==> config.mk <==
export PLATFORM = sky130hd
export DESIGN_NAME = dm_access_unit
export DESIGN_NICKNAME = d
export VERILOG_FILES = /design/src/rtl/dm_pkg.sv /design/src/rtl/dm_load_ext.sv /design/src/rtl/dm_access_unit.sv
export SDC_FILE = /design/constraint.sdc
export NUM_CORES = 1
export LEC_CHECK = 0
export CORE_UTILIZATION = 47
export CTS_BUF_LIST = sky130_fd_sc_hd__clkbuf_4 sky130_fd_sc_hd__clkbuf_8 sky130_fd_sc_hd__clkbuf_16
export DETAILED_ROUTE_END_ITERATION = 10
export PLACE_DENSITY = 0.95
export SYNTH_ARGS = -nofsm -noshare
export SYNTH_HDL_FRONTEND = slang
export SYNTH_SLANG_ARGS = --single-unit
==> constraint.sdc <==
create_clock -name clk -period 9.6 [get_ports clk]
set_clock_uncertainty 0.1 [all_clocks]
set_input_delay 1.92 -clock clk [delete_from_list [all_inputs] [get_ports clk]]
set_output_delay 1.92 -clock clk [all_outputs]
set_load 0.05 [all_outputs]
==> src/rtl/dm_pkg.sv <==
// Shared encodings and helpers for the data-memory access unit.
package dm_pkg;

  localparam logic [31:0]  DM_BASE_DEFAULT  = 32'h1001_0000;
  localparam int unsigned  DM_BYTES_DEFAULT = 640;

  localparam logic [1:0] SIZE_B   = 2'b00;
  localparam logic [1:0] SIZE_H   = 2'b01;
  localparam logic [1:0] SIZE_W   = 2'b10;
  localparam logic [1:0] SIZE_ILL = 2'b11;

  localparam logic [1:0] EXC_NONE = 2'b00;
  localparam logic [1:0] EXC_ADEL = 2'b01;
  localparam logic [1:0] EXC_ADES = 2'b10;

  typedef enum logic [1:0] {
    ST_IDLE   = 2'd0,
    ST_ACCESS = 2'd1,
    ST_RESP   = 2'd2
  } dm_state_e;

  // Request attributes kept across ACCESS for the load extension.
  typedef struct packed {
    logic       we;
    logic [1:0] size;
    logic       uns;
  } dm_req_t;

  // Number of bytes touched by an access; 0 for the illegal size.
  function automatic logic [2:0] size_bytes(input logic [1:0] size);
    case (size)
      SIZE_B:  size_bytes = 3'd1;
      SIZE_H:  size_bytes = 3'd2;
      SIZE_W:  size_bytes = 3'd4;
      default: size_bytes = 3'd0;
    endcase
  endfunction

  // Store lane enables, right-aligned at DM_addr.
  function automatic logic [3:0] lane_mask(input logic [1:0] size);
    case (size)
      SIZE_B:  lane_mask = 4'b0001;
      SIZE_H:  lane_mask = 4'b0011;
      SIZE_W:  lane_mask = 4'b1111;
      default: lane_mask = 4'b0000;
    endcase
  endfunction

  // Natural-alignment check on the low CPU address bits.
  function automatic logic misaligned(input logic [1:0] size, input logic [1:0] a);
    case (size)
      SIZE_H:  misaligned = a[0];
      SIZE_W:  misaligned = |a;
      default: misaligned = 1'b0;
    endcase
  endfunction

endpackage

==> src/rtl/dm_load_ext.sv <==
// Sign/zero extension of raw data-memory read data.
module dm_load_ext
  import dm_pkg::*;
(
  input  logic [1:0]  size_i,
  input  logic        uns_i,
  input  logic [31:0] raw_i,
  output logic [31:0] ext_o
);

  // Select the low byte/half and extend; words pass through.
  always_comb begin
    ext_o = raw_i;
    case (size_i)
      SIZE_B:  ext_o = uns_i ? {24'h0, raw_i[7:0]}  : {{24{raw_i[7]}}, raw_i[7:0]};
      SIZE_H:  ext_o = uns_i ? {16'h0, raw_i[15:0]} : {{16{raw_i[15]}}, raw_i[15:0]};
      default: ext_o = raw_i;
    endcase
  end

endmodule

==> src/rtl/dm_access_unit.sv <==
// MEM-stage initiator: one load/store at a time, checked, rebased and answered.
module dm_access_unit
  import dm_pkg::*;
#(
  parameter logic [31:0] DM_BASE  = DM_BASE_DEFAULT,
  parameter int unsigned DM_BYTES = DM_BYTES_DEFAULT
) (
  input  logic        clk,
  input  logic        rst,
  input  logic        req_valid,
  output logic        req_ready,
  input  logic        req_we,
  input  logic [1:0]  req_size,
  input  logic        req_unsigned,
  input  logic [31:0] req_addr,
  input  logic [31:0] req_wdata,
  output logic        resp_valid,
  input  logic        resp_ready,
  output logic [31:0] resp_rdata,
  output logic [1:0]  resp_exc,
  output logic        ena,
  output logic        DM_W,
  output logic        DM_R,
  output logic [3:0]  byteEna,
  output logic [31:0] DM_addr,
  output logic [31:0] DM_wdata,
  input  logic [31:0] DM_rdata
);

  dm_state_e   state_q, state_d;
  dm_req_t     lat_q, lat_d;
  logic        req_ready_q, req_ready_d;
  logic        resp_valid_q, resp_valid_d;
  logic [31:0] resp_rdata_q, resp_rdata_d;
  logic [1:0]  resp_exc_q, resp_exc_d;
  logic        ena_q, ena_d;
  logic        dm_w_q, dm_w_d;
  logic        dm_r_q, dm_r_d;
  logic [3:0]  byte_ena_q, byte_ena_d;
  logic [31:0] dm_addr_q, dm_addr_d;
  logic [31:0] dm_wdata_q, dm_wdata_d;

  logic [31:0] off_c;
  logic [32:0] end_c;
  logic        fault_c;
  logic [31:0] ext_c;

  // Rebase and range/alignment check; the sum is 33 bits so wrapped offsets cannot pass.
  assign off_c   = req_addr - DM_BASE;
  assign end_c   = {1'b0, off_c} + 33'(size_bytes(req_size));
  assign fault_c = (req_size == SIZE_ILL) || misaligned(req_size, req_addr[1:0]) ||
                   (end_c > 33'(DM_BYTES));

  dm_load_ext u_load_ext (
    .size_i (lat_q.size),
    .uns_i  (lat_q.uns),
    .raw_i  (DM_rdata),
    .ext_o  (ext_c)
  );

  // Next state and next registered outputs; memory-side outputs default to 0.
  always_comb begin
    state_d      = state_q;
    lat_d        = lat_q;
    req_ready_d  = req_ready_q;
    resp_valid_d = resp_valid_q;
    resp_rdata_d = resp_rdata_q;
    resp_exc_d   = resp_exc_q;
    ena_d        = 1'b0;
    dm_w_d       = 1'b0;
    dm_r_d       = 1'b0;
    byte_ena_d   = 4'b0000;
    dm_addr_d    = '0;
    dm_wdata_d   = '0;
    case (state_q)
      ST_IDLE: begin
        if (req_valid) begin
          lat_d       = '{we: req_we, size: req_size, uns: req_unsigned};
          req_ready_d = 1'b0;
          if (fault_c) begin
            state_d      = ST_RESP;
            resp_valid_d = 1'b1;
            resp_rdata_d = '0;
            resp_exc_d   = req_we ? EXC_ADES : EXC_ADEL;
          end else begin
            state_d    = ST_ACCESS;
            ena_d      = 1'b1;
            dm_w_d     = req_we;
            dm_r_d     = ~req_we;
            byte_ena_d = req_we ? lane_mask(req_size) : 4'b0000;
            dm_addr_d  = off_c;
            dm_wdata_d = req_we ? req_wdata : '0;
          end
        end
      end
      ST_ACCESS: begin
        state_d      = ST_RESP;
        resp_valid_d = 1'b1;
        resp_exc_d   = EXC_NONE;
        resp_rdata_d = lat_q.we ? '0 : ext_c;
      end
      ST_RESP: begin
        if (resp_ready) begin
          state_d      = ST_IDLE;
          resp_valid_d = 1'b0;
          resp_rdata_d = '0;
          resp_exc_d   = EXC_NONE;
          req_ready_d  = 1'b1;
        end
      end
      default: begin
        state_d     = ST_IDLE;
        req_ready_d = 1'b1;
      end
    endcase
  end

  // State and output registers with synchronous reset.
  always_ff @(posedge clk) begin
    if (rst) begin
      state_q      <= ST_IDLE;
      lat_q        <= '0;
      req_ready_q  <= 1'b1;
      resp_valid_q <= 1'b0;
      resp_rdata_q <= '0;
      resp_exc_q   <= EXC_NONE;
      ena_q        <= 1'b0;
      dm_w_q       <= 1'b0;
      dm_r_q       <= 1'b0;
      byte_ena_q   <= 4'b0000;
      dm_addr_q    <= '0;
      dm_wdata_q   <= '0;
    end else begin
      state_q      <= state_d;
      lat_q        <= lat_d;
      req_ready_q  <= req_ready_d;
      resp_valid_q <= resp_valid_d;
      resp_rdata_q <= resp_rdata_d;
      resp_exc_q   <= resp_exc_d;
      ena_q        <= ena_d;
      dm_w_q       <= dm_w_d;
      dm_r_q       <= dm_r_d;
      byte_ena_q   <= byte_ena_d;
      dm_addr_q    <= dm_addr_d;
      dm_wdata_q   <= dm_wdata_d;
    end
  end

  assign req_ready  = req_ready_q;
  assign resp_valid = resp_valid_q;
  assign resp_rdata = resp_rdata_q;
  assign resp_exc   = resp_exc_q;
  assign ena        = ena_q;
  assign DM_W       = dm_w_q;
  assign DM_R       = dm_r_q;
  assign byteEna    = byte_ena_q;
  assign DM_addr    = dm_addr_q;
  assign DM_wdata   = dm_wdata_q;

endmodule

==> results of run 1 <==
==> how the worst max path moves through the flow <==
stage | start | to | slack, ns | cells past startpoint
4_1_cts | req_size[0] | resp_exc[0]$_SDFFE_PP0P_ | 3.44 | 13
2_1_floorplan | req_size[0] | resp_exc[0]$_SDFFE_PP0P_ | 4.28 | 14
3_3_place_gp | req_size[0] | resp_rdata[10]$_SDFFE_PP0P_ | 3.26 | 14
6_report | req_size[0] | resp_rdata[11]$_SDFFE_PP0P_ | 3.38 | 13
5_1_grt | req_size[0] | resp_rdata[11]$_SDFFE_PP0P_ | 3.07 | 13
3_5_place_dp | req_size[0] | resp_rdata[11]$_SDFFE_PP0P_ | 3.03 | 13
==> layer usage <==
layer | routed length (µm) | up-vias | global-route usage, %
met4 | 551 | 0 | 14.3
met1 | 5760 | 2260 | 27.7
li1 | - | 2337 | -
met5 | 0 | - | 0
met3 | 943 | 39 | 4.26
met2 | 8040 | 223 | 49.5
==> per-stage QoR <==
stage / setup WS [ns] / std cells / utilization [%]
6_report: 3.38 / 886 / 71.7
5_1_grt: 3.07 / 886 / 71.7
4_1_cts: 3.44 / 886 / 71.7
3_5_place_dp: 3.03 / 870 / 70.0
3_3_place_gp: 3.26 / 870 / 70.0
2_1_floorplan: 4.28 / 554 / -
==> cell families (layout without fill, tap and decap cells) <==
family,Yosys count,count (layout),synth area share (%)
flip-flops,112,112,43.4
multiplexers,38,38,7.61
AND/OR/NAND/NOR,210,210,24.8
XOR/XNOR,13,13,2.21
buffers and inverters,47,243,4.53
adder cells (fa/ha/maj),14,14,3.54
AO/OA/AOI/OAI,106,106,13.8
other,1,14,0.0727
==> power by group <==
part,internal [W],leakage [nW],switching [W]
sequential,0.000471,0.909,0.00000491
combinational,0.0000794,1.92,0.0000893
clock,0.000106,0.0898,0.000153
==> synthesized netlist by cell type (3+ instances only) <==
cell       number  share of area [%]
o2111ai_1       3               0.51
and3_1         37                4.5
a31oi_1         6               0.73
or3b_2          4               0.68
nor3_1         12                1.2
nor2_1         16                1.2
mux2_1          5                1.1
and4_1          5               0.85
xnor2_1        10                1.7
xor2_1          3               0.51
inv_1          14                1.0
or2_2           4               0.48
nand2_1        26                1.9
a21oi_1        24                2.3
buf_2           9               0.87
buf_6           3               0.65
a21o_1          4               0.58
nand2b_1       26                3.2
o21ai_0        30                2.9
dfxtp_1       112                 43
a211o_1         3               0.51
o21a_1          4               0.58
o22ai_1         4               0.48
mux2i_1        28                5.4
clkbuf_1       17                1.2
nor3_2          4               0.78
nor2b_1        21                2.5
ha_1           13                3.2
and2_1         13                1.6
mux2_2          5                1.1
a2111oi_0       4               0.68
a211oi_1        4               0.58
nand4_1         7               0.85
nor4_1          6               0.73
nand3_1        14                1.4
or3_1           3               0.36
==> worst max-delay path: cells and delay by family <==
| kind | cells | cell delay, ns |
|---|---|---|
| compound gates | 6 | 2.09 |
| buf+inv | 2 | 0.69 |
| simple gates | 2 | 0.65 |
| fa+ha+maj | 2 | 0.64 |
| mux | 1 | 0.40 |
==> final cells by class <==
type                            count  area (µm²)
Clock inverter                      5        37.5
Multi-Input combinational cell    395        2730
Clock buffer                       11         145
Tap cell                          136         170
Sequential cell                   112        2240
Inverter                           14        52.6
Timing Repair Buffer              213        2120
Fill cell                         745        2960
==> registers in the layout, indices dropped and copies added, names as in the netlist, 2 cells and up <==
| register | flops |
|---|---|
| state_q | 2 |
| byteEna | 3 |
| DM_addr | 32 |
| resp_exc | 2 |
| resp_rdata | 32 |
| DM_wdata | 32 |
| lat_q | 4 |
==> summary.md, run 1 <==
| Metric | Value |
|---|---|
| Outcome | complete, no violations |
| Final setup fails | 0 |
| End of the worst register-to-register path | resp_rdata[25]$_SDFFE_PP0P_ |
| Count of different cell masters after synthesis | 66 |
| CTS Hold Bufs | 0 |
| Initial Utilization | ~49% |
| Slowest cell on crit path | clkdlybuf4s50_1 |
| DIE AREA | between 10000 and 15000 µm² |
| Total power | between 0.0009 and 0.001 W |
| Synth warnings | 0 |
| Largest net degree at the start of global routing | 57 |
| Layout cells sized above 1 | around 6.4% |
| Placed cell areas | approximately 7300 µm² |
| Die H | around 110 µm |
| Avg Synthesized Cell Area | 9.54 µm² |
| CTS Buffer Depth | 2 |
| Hpwl dp | 11.8 mm |
| CP startpoint kind | primary input |
| Setup crit end kind | flop |
| Cell area after layout | ~7500 µm² |
| R2R depth | 6 |
| Io pins | approximately 210 |
| Final hold vios | 0 |
| R2r startpoint | state_q[1]$_SDFFE_PP0P_ |
| MaxCap Viol Count | 0 |
| Vias in the first global route | slightly below 5000 |
| Root buffer cell | clkbuf_8 |
| Hold/Removal Path Class | reg -> reg |
| Violation count after the first detailed-route iteration | ~330 |
| Post-synth EDFFs | 0 |
| Post-CTS resize count | 0 |
| FF+latch count, synth | about 110 |
| PD cells | about 120 nW/µm² |
| Class of the most critical setup path | in -> reg |
| Total Routing Usage GR | about a quarter |
| Core Box Area | roughly 10000 µm² |
| Most used cell, CP | ha_1 |
| Top FF cell, synth | dfxtp_1 |
| Initial antenna violation count | 0 |
| Area growth, synth to finish | 45.4% |
| Total CTS buffers | 9 |
| Reg clk slew, reported paths | ~0.1 ns |
| Reg-to-reg setup timing slack | roughly 6.9 ns |
| Commonest non-fill, non-tap cells in the layout | 210 x clkdlybuf4s50_1, 112 x dfxtp_1, 37 x and3_1 |
| Asr flop ratio synth | 0% |
| Routed wire length per instance | about 17 µm |
| Critical path data arrival time | around 6.4 ns |
| Vias | 4859 |
| WP data required | just under 10 ns |
| # diodes | 0 |
| PortBufs | 210 |
| Hold path endpoint | resp_exc[1]$_SDFFE_PP0P_ |
| Most common cell after layout, fill and taps aside | clkdlybuf4s50_1 |
| Die Width | approximately 110 µm |
| Post-DR vias/cell | about 5.5 |
| Slew Limit Fails | 0 |
| Clock latency at the later pin of the worst-skew pair | 0.37 ns |
| CTS sink count | around 110 |
| CTS H-tree lvls | 3 |
| RSZ-0062 raised after global routing | no |
| Drc violations | 0 |
| Routability cong. | 0.878 |
| Total Neg Setup Slack | 0 ns |
| CP peak stage delay | about 0.57 ns |
| Worst-path maximum fanout | 34 |
| Worst Min Path Start | resp_exc[1]$_SDFFE_PP0P_ |
| Mapped Cells | roughly 540 |
| Worst slew pin tran | 0.964 ns |
| Crit-path cells | clkdlybuf4s50_1, inv_1, ha_1, ha_1, a21oi_1, a211oi_2, o211ai_2, a2111oi_1, o211ai_1, a2111oi_4, nand4_4, nand2_4, mux2_2 |
| Post-synthesis sequential area ratio | 43.4% |
| Global-route congestion overflow total | 0 |
| CTS tree | yes |
| Fmax | roughly 160 MHz |
| Leakage power total | around 2.9 nW |
| Wire length of the first global-routing pass | 23.4 mm |
| WL final | around 15 mm |
| Postcts setup bufs | 0 |
| Nets@finish | between 800 and 900 |
| FP Rows | 37 |
| Min Hold Slack | between 0.3 and 0.4 ns |
| Post-Syn Area | around 5200 µm² |
| Final ANT Viol Nets | 0 |
| VDD IR-drop max | 0.0849 mV |
| WHS Path Cells | 2 |
| Worst rel slew slack | around 35% |
| First-pass iteration count of the detailed router | 5 |
| Fin crit share | between 60% and 70% |
| Final Critical Period | slightly above 6 ns |
(Power assumes the default switching activity.)
==> run 2: changes to the inputs <==
--- a/config.mk
+++ b/config.mk
@@ -5,10 +5,10 @@
 export SDC_FILE = /design/constraint.sdc
 export NUM_CORES = 1
 export LEC_CHECK = 0
-export CORE_UTILIZATION = 47
+export CORE_UTILIZATION = 43
 export CTS_BUF_LIST = sky130_fd_sc_hd__clkbuf_4 sky130_fd_sc_hd__clkbuf_8 sky130_fd_sc_hd__clkbuf_16
 export DETAILED_ROUTE_END_ITERATION = 10
-export PLACE_DENSITY = 0.95
+export PLACE_DENSITY = 0.9
 export SYNTH_ARGS = -nofsm -noshare
 export SYNTH_HDL_FRONTEND = slang
 export SYNTH_SLANG_ARGS = --single-unit
==> constraint.sdc (replaced) <==
create_clock -name clk -period 6.5 [get_ports clk]
set_clock_uncertainty 0.1 [all_clocks]
set_input_delay 1.3 -clock clk [delete_from_list [all_inputs] [get_ports clk]]
set_output_delay 1.3 -clock clk [all_outputs]
set_load 0.05 [all_outputs]
==> summary.md, run 2 (synthesis results as in run 1) <==
| Metric | Value |
|---|---|
| Reg clk slew, reported paths | 0.08 ns (-0.02 ns) |
| Hold path endpoint | resp_rdata[0]$_SDFFE_PP0P_ |
| Global-route congestion overflow total | 0 (unchanged) |
| Initial Utilization | 44.6% (-4.7 points) |
| # diodes | 0 (unchanged) |
| Slowest cell on crit path | clkdlybuf4s50_1 |
| Worst-path maximum fanout | 34 (unchanged) |
| Failing checks | design-rule violations |
| Total CTS buffers | 9 (unchanged) |
| Root buffer cell | clkbuf_16 |
| Routability cong. | 0.896 (+2.0%) |
| Commonest non-fill, non-tap cells in the layout | 210 x clkdlybuf4s50_1, 112 x dfxtp_1, 37 x and3_1 |
| Crit-path cells | clkdlybuf4s50_1, inv_1, ha_1, ha_1, nand3_1, a211oi_2, o211ai_2, a2111oi_1, o211ai_1, a2111oi_4, nand4_4, nand2_4, mux2_2 |
| Core Util, Final | 66.0% (-5.8 points) |
| Largest net degree at the start of global routing | 57 (unchanged) |
| Wire length of the first global-routing pass | 23.7 mm (+1.3%) |
| Area growth, synth to finish | 47.9% |
| Fin crit share | a little under 90% |
| Worst slew pin tran | 1.10 ns (+0.132 ns) |
| Min Hold Slack | 0.380 ns (-0.00147 ns) |
| WP data required | 6.64 ns (-3.14 ns) |
| Reg-to-reg setup timing slack | 3.93 ns (-3.00 ns) |
| CTS Buffer Depth | 2 (unchanged) |
| WL final | 14.5 mm (-5.3%) |
| Switching power | 0.000395 W (+59%) |
| Die Width | 112 µm (+4.5%) |
| Violation count after the first detailed-route iteration | 376 (+15%) |
| Critical path data arrival time | 5.84 ns (-0.56 ns) |
| Layout cells sized above 1 | 6.28% (-0.12 points) |
| Clock latency at the later pin of the worst-skew pair | 0.34 ns (-0.03 ns) |
| Vias in the first global route | 4802 (-0.46%) |
| PD cells | 199 nW/µm² (+65%) |
| Logic pwr share | 16.4% (-2.3 points) |
| Post-DR vias/cell | 5.39 (-1.7%) |
| Clk network pwr share | 37.3% (+8.6 points) |
| Fmax | 175 MHz |
| Hold/Removal Path Class | reg -> reg |
| VDD IR-drop max | 0.127 mV (+50%) |
| Total Routing Usage GR | 23.5% (-2.8 points) |
| Die H | 112 µm (+4.5%) |
| Routed wire length per instance | 16.2 µm (-5.9%) |
| Total Neg Setup Slack | 0 ns (unchanged) |
| Class of the most critical setup path | in -> reg |
| Nets@finish | 862 (-0.12%) |
| Leakage power total | 2.98 nW (+1.9%) |
| CTS sink count | 112 (unchanged) |
| Worst rel slew slack | 26.7% (-8.8 points) |
| Setup crit end kind | flop |
| MaxCap Viol Count | 0 (unchanged) |
| Core Box Area | 11600 µm² (+11%) |
| Final hold vios | 0 (unchanged) |
| Final setup fails | 0 (unchanged) |
| Outcome | complete, but fails checks |
| First-pass iteration count of the detailed router | 9 (+4) |
| Initial antenna violation count | 0 (unchanged) |
| Internal | 0.00112 W (+71%) |
| Drc violations | 21 (+21) |
| CP startpoint kind | primary input |
| R2r startpoint | state_q[1]$_SDFFE_PP0P_ |
| CTS Hold Bufs | 0 (unchanged) |
| Slew Limit Fails | 0 (unchanged) |
| Final Critical Period | between 5 and 6 ns |
| Most common cell after layout, fill and taps aside | clkdlybuf4s50_1 |
| Cell area after layout | 7630 µm² (+1.7%) |
| CP peak stage delay | 0.57 ns (about the same) |
| FP Rows | 39 (+5.4%) |
| CTS H-tree lvls | 3 (unchanged) |
| DIE AREA | 12400 µm² (+9.1%) |
| Hpwl dp | 10.9 mm (-7.6%) |
| Vias | 4809 (-1.0%) |
| CTS tree | yes |
| Final ANT Viol Nets | 0 (unchanged) |
| Worst Min Path Start | resp_rdata[0]$_SDFFE_PP0P_ |
| R2R depth | 6 (unchanged) |
| WHS Path Cells | 2 (unchanged) |
| PortBufs | 210 (unchanged) |
| Total power | 0.00152 W (+68%) |
| Postcts setup bufs | 0 (unchanged) |
| Flop pwr share | 46.3% (-6.4 points) |
| Placed cell areas | 7320 µm² (about the same) |
| End of the worst register-to-register path | resp_rdata[17]$_SDFFE_PP0P_ |
| Most used cell, CP | ha_1 |
| RSZ-0062 raised after global routing | no |
| Io pins | 211 (unchanged) |
| Sw Share | 26.0% (-1.4 points) |
| Post-CTS resize count | 0 (unchanged) |
-- run 2: changes by cell type in the layout (fill, tap and decap cells not counted), sizes merged --
cell / delta
buf: -1
bufinv: +1
clkbuf: -1
clkinvlp: -1
inv: +1
-- run 2: area by class of cell --
class                      instances  area, µm²
clock buffer                      10        233
clock inverter                     6       73.8
fill                             890       3930
inverter                          14       52.6
multi-input combinational        395       2730
sequential                       112       2240
tap                              143        179
timing repair buffer             212       2120
-- run 2: power groups by stage --
stage	Clock (W)	Sequential, W	Combinational, W
2_1_floorplan	0	0.000743	0.000119
3_3_place_gp	0	0.000718	0.000242
3_5_place_dp	0	0.000719	0.000246
4_1_cts	0.000571	0.000703	0.000247
5_1_grt	0.000599	0.000704	0.000266
6_report	0.000566	0.000703	0.000249
-- run 2: through the flow --
step	cells	worst slack, ns
3_3_place_gp	876	0.733
2_1_floorplan	554	1.80
3_5_place_dp	876	0.508
5_1_grt	892	0.548
6_report	892	0.795
4_1_cts	892	0.870
-- run 2: routing by layer --
| metal | track usage (%) | up-vias | share of wire (%) |
|---|---|---|---|
| li1 | - | 2335 | - |
| met1 | 26.8 | 2235 | 40 |
| met2 | 42.8 | 207 | 51 |
| met3 | 4.68 | 32 | 6.5 |
| met4 | 9.73 | 0 | 2.5 |
| met5 | 0 | - | 0 |
-- run 2: critical path, delay by kind of cell --
family	cells	cell delay (ns)
AO/OA/AOI/OAI	5	1.97
adder cells (fa/ha/maj)	2	0.66
buffers and inverters	2	0.68
multiplexers	1	0.40
AND/OR/NAND/NOR	3	0.81
-- run 2: how the worst max path moves through the flow --
stage	startpoint	end	slack (ns)	cells after the start
floorplan	req_size[0]	resp_exc[0]$_SDFFE_PP0P_	1.80	14
global placement	req_size[0]	resp_rdata[8]$_SDFFE_PP0P_	0.73	14
detailed placement	req_size[0]	resp_rdata[9]$_SDFFE_PP0P_	0.51	13
CTS	req_size[0]	resp_rdata[11]$_SDFFE_PP0P_	0.87	13
global route	req_size[0]	resp_rdata[8]$_SDFFE_PP0P_	0.55	13
finish	req_size[0]	resp_rdata[11]$_SDFFE_PP0P_	0.80	13
==> run 3: changes to the inputs <==
==> constraint.sdc (replaced) <==
create_clock -name clk -period 6 [get_ports clk]
set_clock_uncertainty 0.1 [all_clocks]
set_input_delay 1.2 -clock clk [delete_from_list [all_inputs] [get_ports clk]]
set_output_delay 1.2 -clock clk [all_outputs]
set_load 0.05 [all_outputs]
==> summary.md, run 3 (synthesis results as in run 1) <==
| Metric | Value |
|---|---|
| Critical path data arrival time | 5.57 ns (-0.27 ns) |
| MaxCap Viol Count | 0 (unchanged) |
| Slew Limit Fails | 0 (unchanged) |
| Violation count after the first detailed-route iteration | 400 (+6.4%) |
| Flop pwr share | 47.0% (+0.7 points) |
| Reg clk slew, reported paths | 0.08 ns (about the same) |
| Buf/Inv on CP | 3 (+1) |
| DIE AREA | 12400 µm² (unchanged) |
| Worst Min Path Start | lat_q[0]$_SDFFE_PP0P_ |
| Top delay family on crit path | compound AO/OA/AOI/OAI gates |
| Worst-path maximum fanout | 26 (-24%) |
| CP startpoint kind | primary input |
| Sw Share | 27.3% (+1.3 points) |
| RSZ-0062 raised after global routing | no |
| R2r startpoint | state_q[1]$_SDFFE_PP0P_ |
| FP Rows | 39 (unchanged) |
| Internal | 0.00118 W (+4.9%) |
| Total power | 0.00162 W (+6.7%) |
| Total CTS buffers | 9 (unchanged) |
| Die H | 112 µm (unchanged) |
| Most common cell after layout, fill and taps aside | clkdlybuf4s50_1 |
| Largest net degree at the start of global routing | 57 (unchanged) |
| Failing checks | design-rule violations |
| WL final | 14.4 mm (-0.70%) |
| Class of the most critical setup path | in -> reg |
| PD cells | 212 nW/µm² (+6.5%) |
| Hpwl dp | 11.0 mm (+0.67%) |
| Multi-input gate area | 2730 µm² (unchanged) |
| Vias | 4808 (-0.021%) |
| Final Critical Period | between 5 and 6 ns |
| CP peak stage delay | 0.57 ns (about the same) |
| Final ANT Viol Nets | 0 (unchanged) |
| Clk network pwr share | 36.2% (-1.1 points) |
| Io pins | 211 (unchanged) |
| Area growth, synth to finish | 48.2% |
| PortBufs | 210 (unchanged) |
| Slowest cell on crit path | clkdlybuf4s50_1 |
| Routed wire length per instance | 16.1 µm (-1.0%) |
| Fillers | 884 (-0.67%) |
| Leakage power total | 2.99 nW (+0.26%) |
| Initial antenna violation count | 0 (unchanged) |
| CTS sink count | 112 (unchanged) |
| Core Box Area | 11600 µm² (unchanged) |
| Logic pwr share | 16.8% (+0.4 points) |
| Routability cong. | 0.923 (+3.0%) |
| Commonest non-fill, non-tap cells in the layout | 210 x clkdlybuf4s50_1, 112 x dfxtp_1, 37 x and3_1 |
| Global-route congestion overflow total | 0 (unchanged) |
| Layout cells sized above 1 | 6.65% (+0.37 points) |
| Crit-path cells | clkdlybuf4s50_1, inv_1, ha_1, ha_1, fa_1, or3b_2, a211o_1, a211oi_1, a21oi_1, a211oi_1, o2111a_1, nand4_4, nand2_4, buf_4, mux2i_1 |
| Final setup fails | 0 (unchanged) |
| # diodes | 0 (unchanged) |
| Clock latency at the later pin of the worst-skew pair | 0.34 ns (about the same) |
| VDD IR-drop max | 0.128 mV (+0.45%) |
| Total Neg Setup Slack | 0 ns (unchanged) |
| Post-DR vias/cell | 5.37 (-0.36%) |
| Nets@finish | 865 (+0.35%) |
| Worst rel slew slack | 24.0% (-2.7 points) |
| Final hold vios | 0 (unchanged) |
| Switching power | 0.000442 W (+12%) |
| Die Width | 112 µm (unchanged) |
| CTS H-tree lvls | 3 (unchanged) |
| CTS tree | yes |
| First-pass iteration count of the detailed router | 11 (+2) |
| Setup crit end kind | flop |
| Hold/Removal Path Class | reg -> reg |
| Fmax | between 150 and 200 MHz |
| Vias in the first global route | 4693 (-2.3%) |
| Drc violations | 21 (unchanged) |
| Worst slew pin tran | 1.14 ns (+0.0400 ns) |
| Total Routing Usage GR | 23.4% (-0.11 points) |
| Post-CTS resize count | 0 (unchanged) |
| Setup crit start | req_size[0] |
| Wire length of the first global-routing pass | 23.5 mm (-1.1%) |
| Outcome | complete, but fails checks |
| Fin crit share | 89.9% |
| CTS Buffer Depth | 2 (unchanged) |
| WP data required | 6.18 ns (-0.46 ns) |
| CTS Hold Bufs | 0 (unchanged) |
| Postcts setup bufs | 0 (unchanged) |
| Root buffer cell | clkbuf_16 |
| Register area | 2240 µm² (unchanged) |
| Initial Utilization | 44.6% (unchanged) |
-- run 3: changes by cell type in the layout (fill, tap and decap cells not counted), sizes merged --
cell and change:
buf +3, bufinv -1, clkbuf -1, clkinv +1
inv +1
-- run 3: layout make-up --
cell class	instances	area share, %
clock buffer	9	2.95
clock inverter	7	0.982
inverter	14	0.687
multi-input combinational	395	35.7
sequential	112	29.3
tap	143	2.34
timing repair buffer	215	28.0
-- run 3: worst reg2reg max path, cell delays in order, from the launching register on --
cell,delay [ns]
dfxtp_1,0.32
inv_1,0.09
ha_1,0.19
or3b_2,0.56
nor2_1,0.72
o21ai_0,0.26
mux2i_1,0.18
-- run 3: metal layers --
| metal | vias to the layer above | global-route usage, % | part of all wire (%) |
|---|---|---|---|
| li1 | 2341 | - | - |
| met1 | 2238 | 26.0 | 39 |
| met2 | 206 | 43.0 | 52 |
| met3 | 23 | 6.04 | 7.2 |
| met4 | 0 | 8.29 | 1.8 |
| met5 | - | 0 | 0 |
-- run 3: per-stage QoR --
stage / setup slack (ns) / instance area (µm²) / std cells / hold slack, ns / util [%]
after floorplan: 1.40 / 5210 / 554 / 0.345 / -
after global placement: 0.436 / 7350 / 879 / 0.364 / 63.5
after detailed placement: 0.258 / 7350 / 879 / 0.372 / 63.5
after CTS: 0.651 / 7650 / 895 / 0.386 / 66.1
after global routing: 0.382 / 7650 / 895 / 0.409 / 66.1
final: 0.609 / 7650 / 895 / 0.383 / 66.1
-- run 3: worst paths after layout --
path                                 endpoint  slack (ns)  depth (start not counted)
setup reg to reg  resp_rdata[22]$_SDFFE_PP0P_        3.50                          6
hold reg to reg         lat_q[0]$_SDFFE_PP0P_        0.38                          2
setup / recovery  resp_rdata[24]$_SDFFE_PP0P_        0.61                         15
hold / removal          lat_q[0]$_SDFFE_PP0P_        0.38                          2
-- run 3: power by group through the flow --
stage | combinational (W) | clock, W | sequential, W
after CTS | 0.000270 | 0.000597 | 0.000762
after floorplan | 0.000129 | 0 | 0.000805
final | 0.000272 | 0.000586 | 0.000761
after detailed placement | 0.000269 | 0 | 0.000779
after global placement | 0.000263 | 0 | 0.000778
after global routing | 0.000291 | 0.000629 | 0.000763
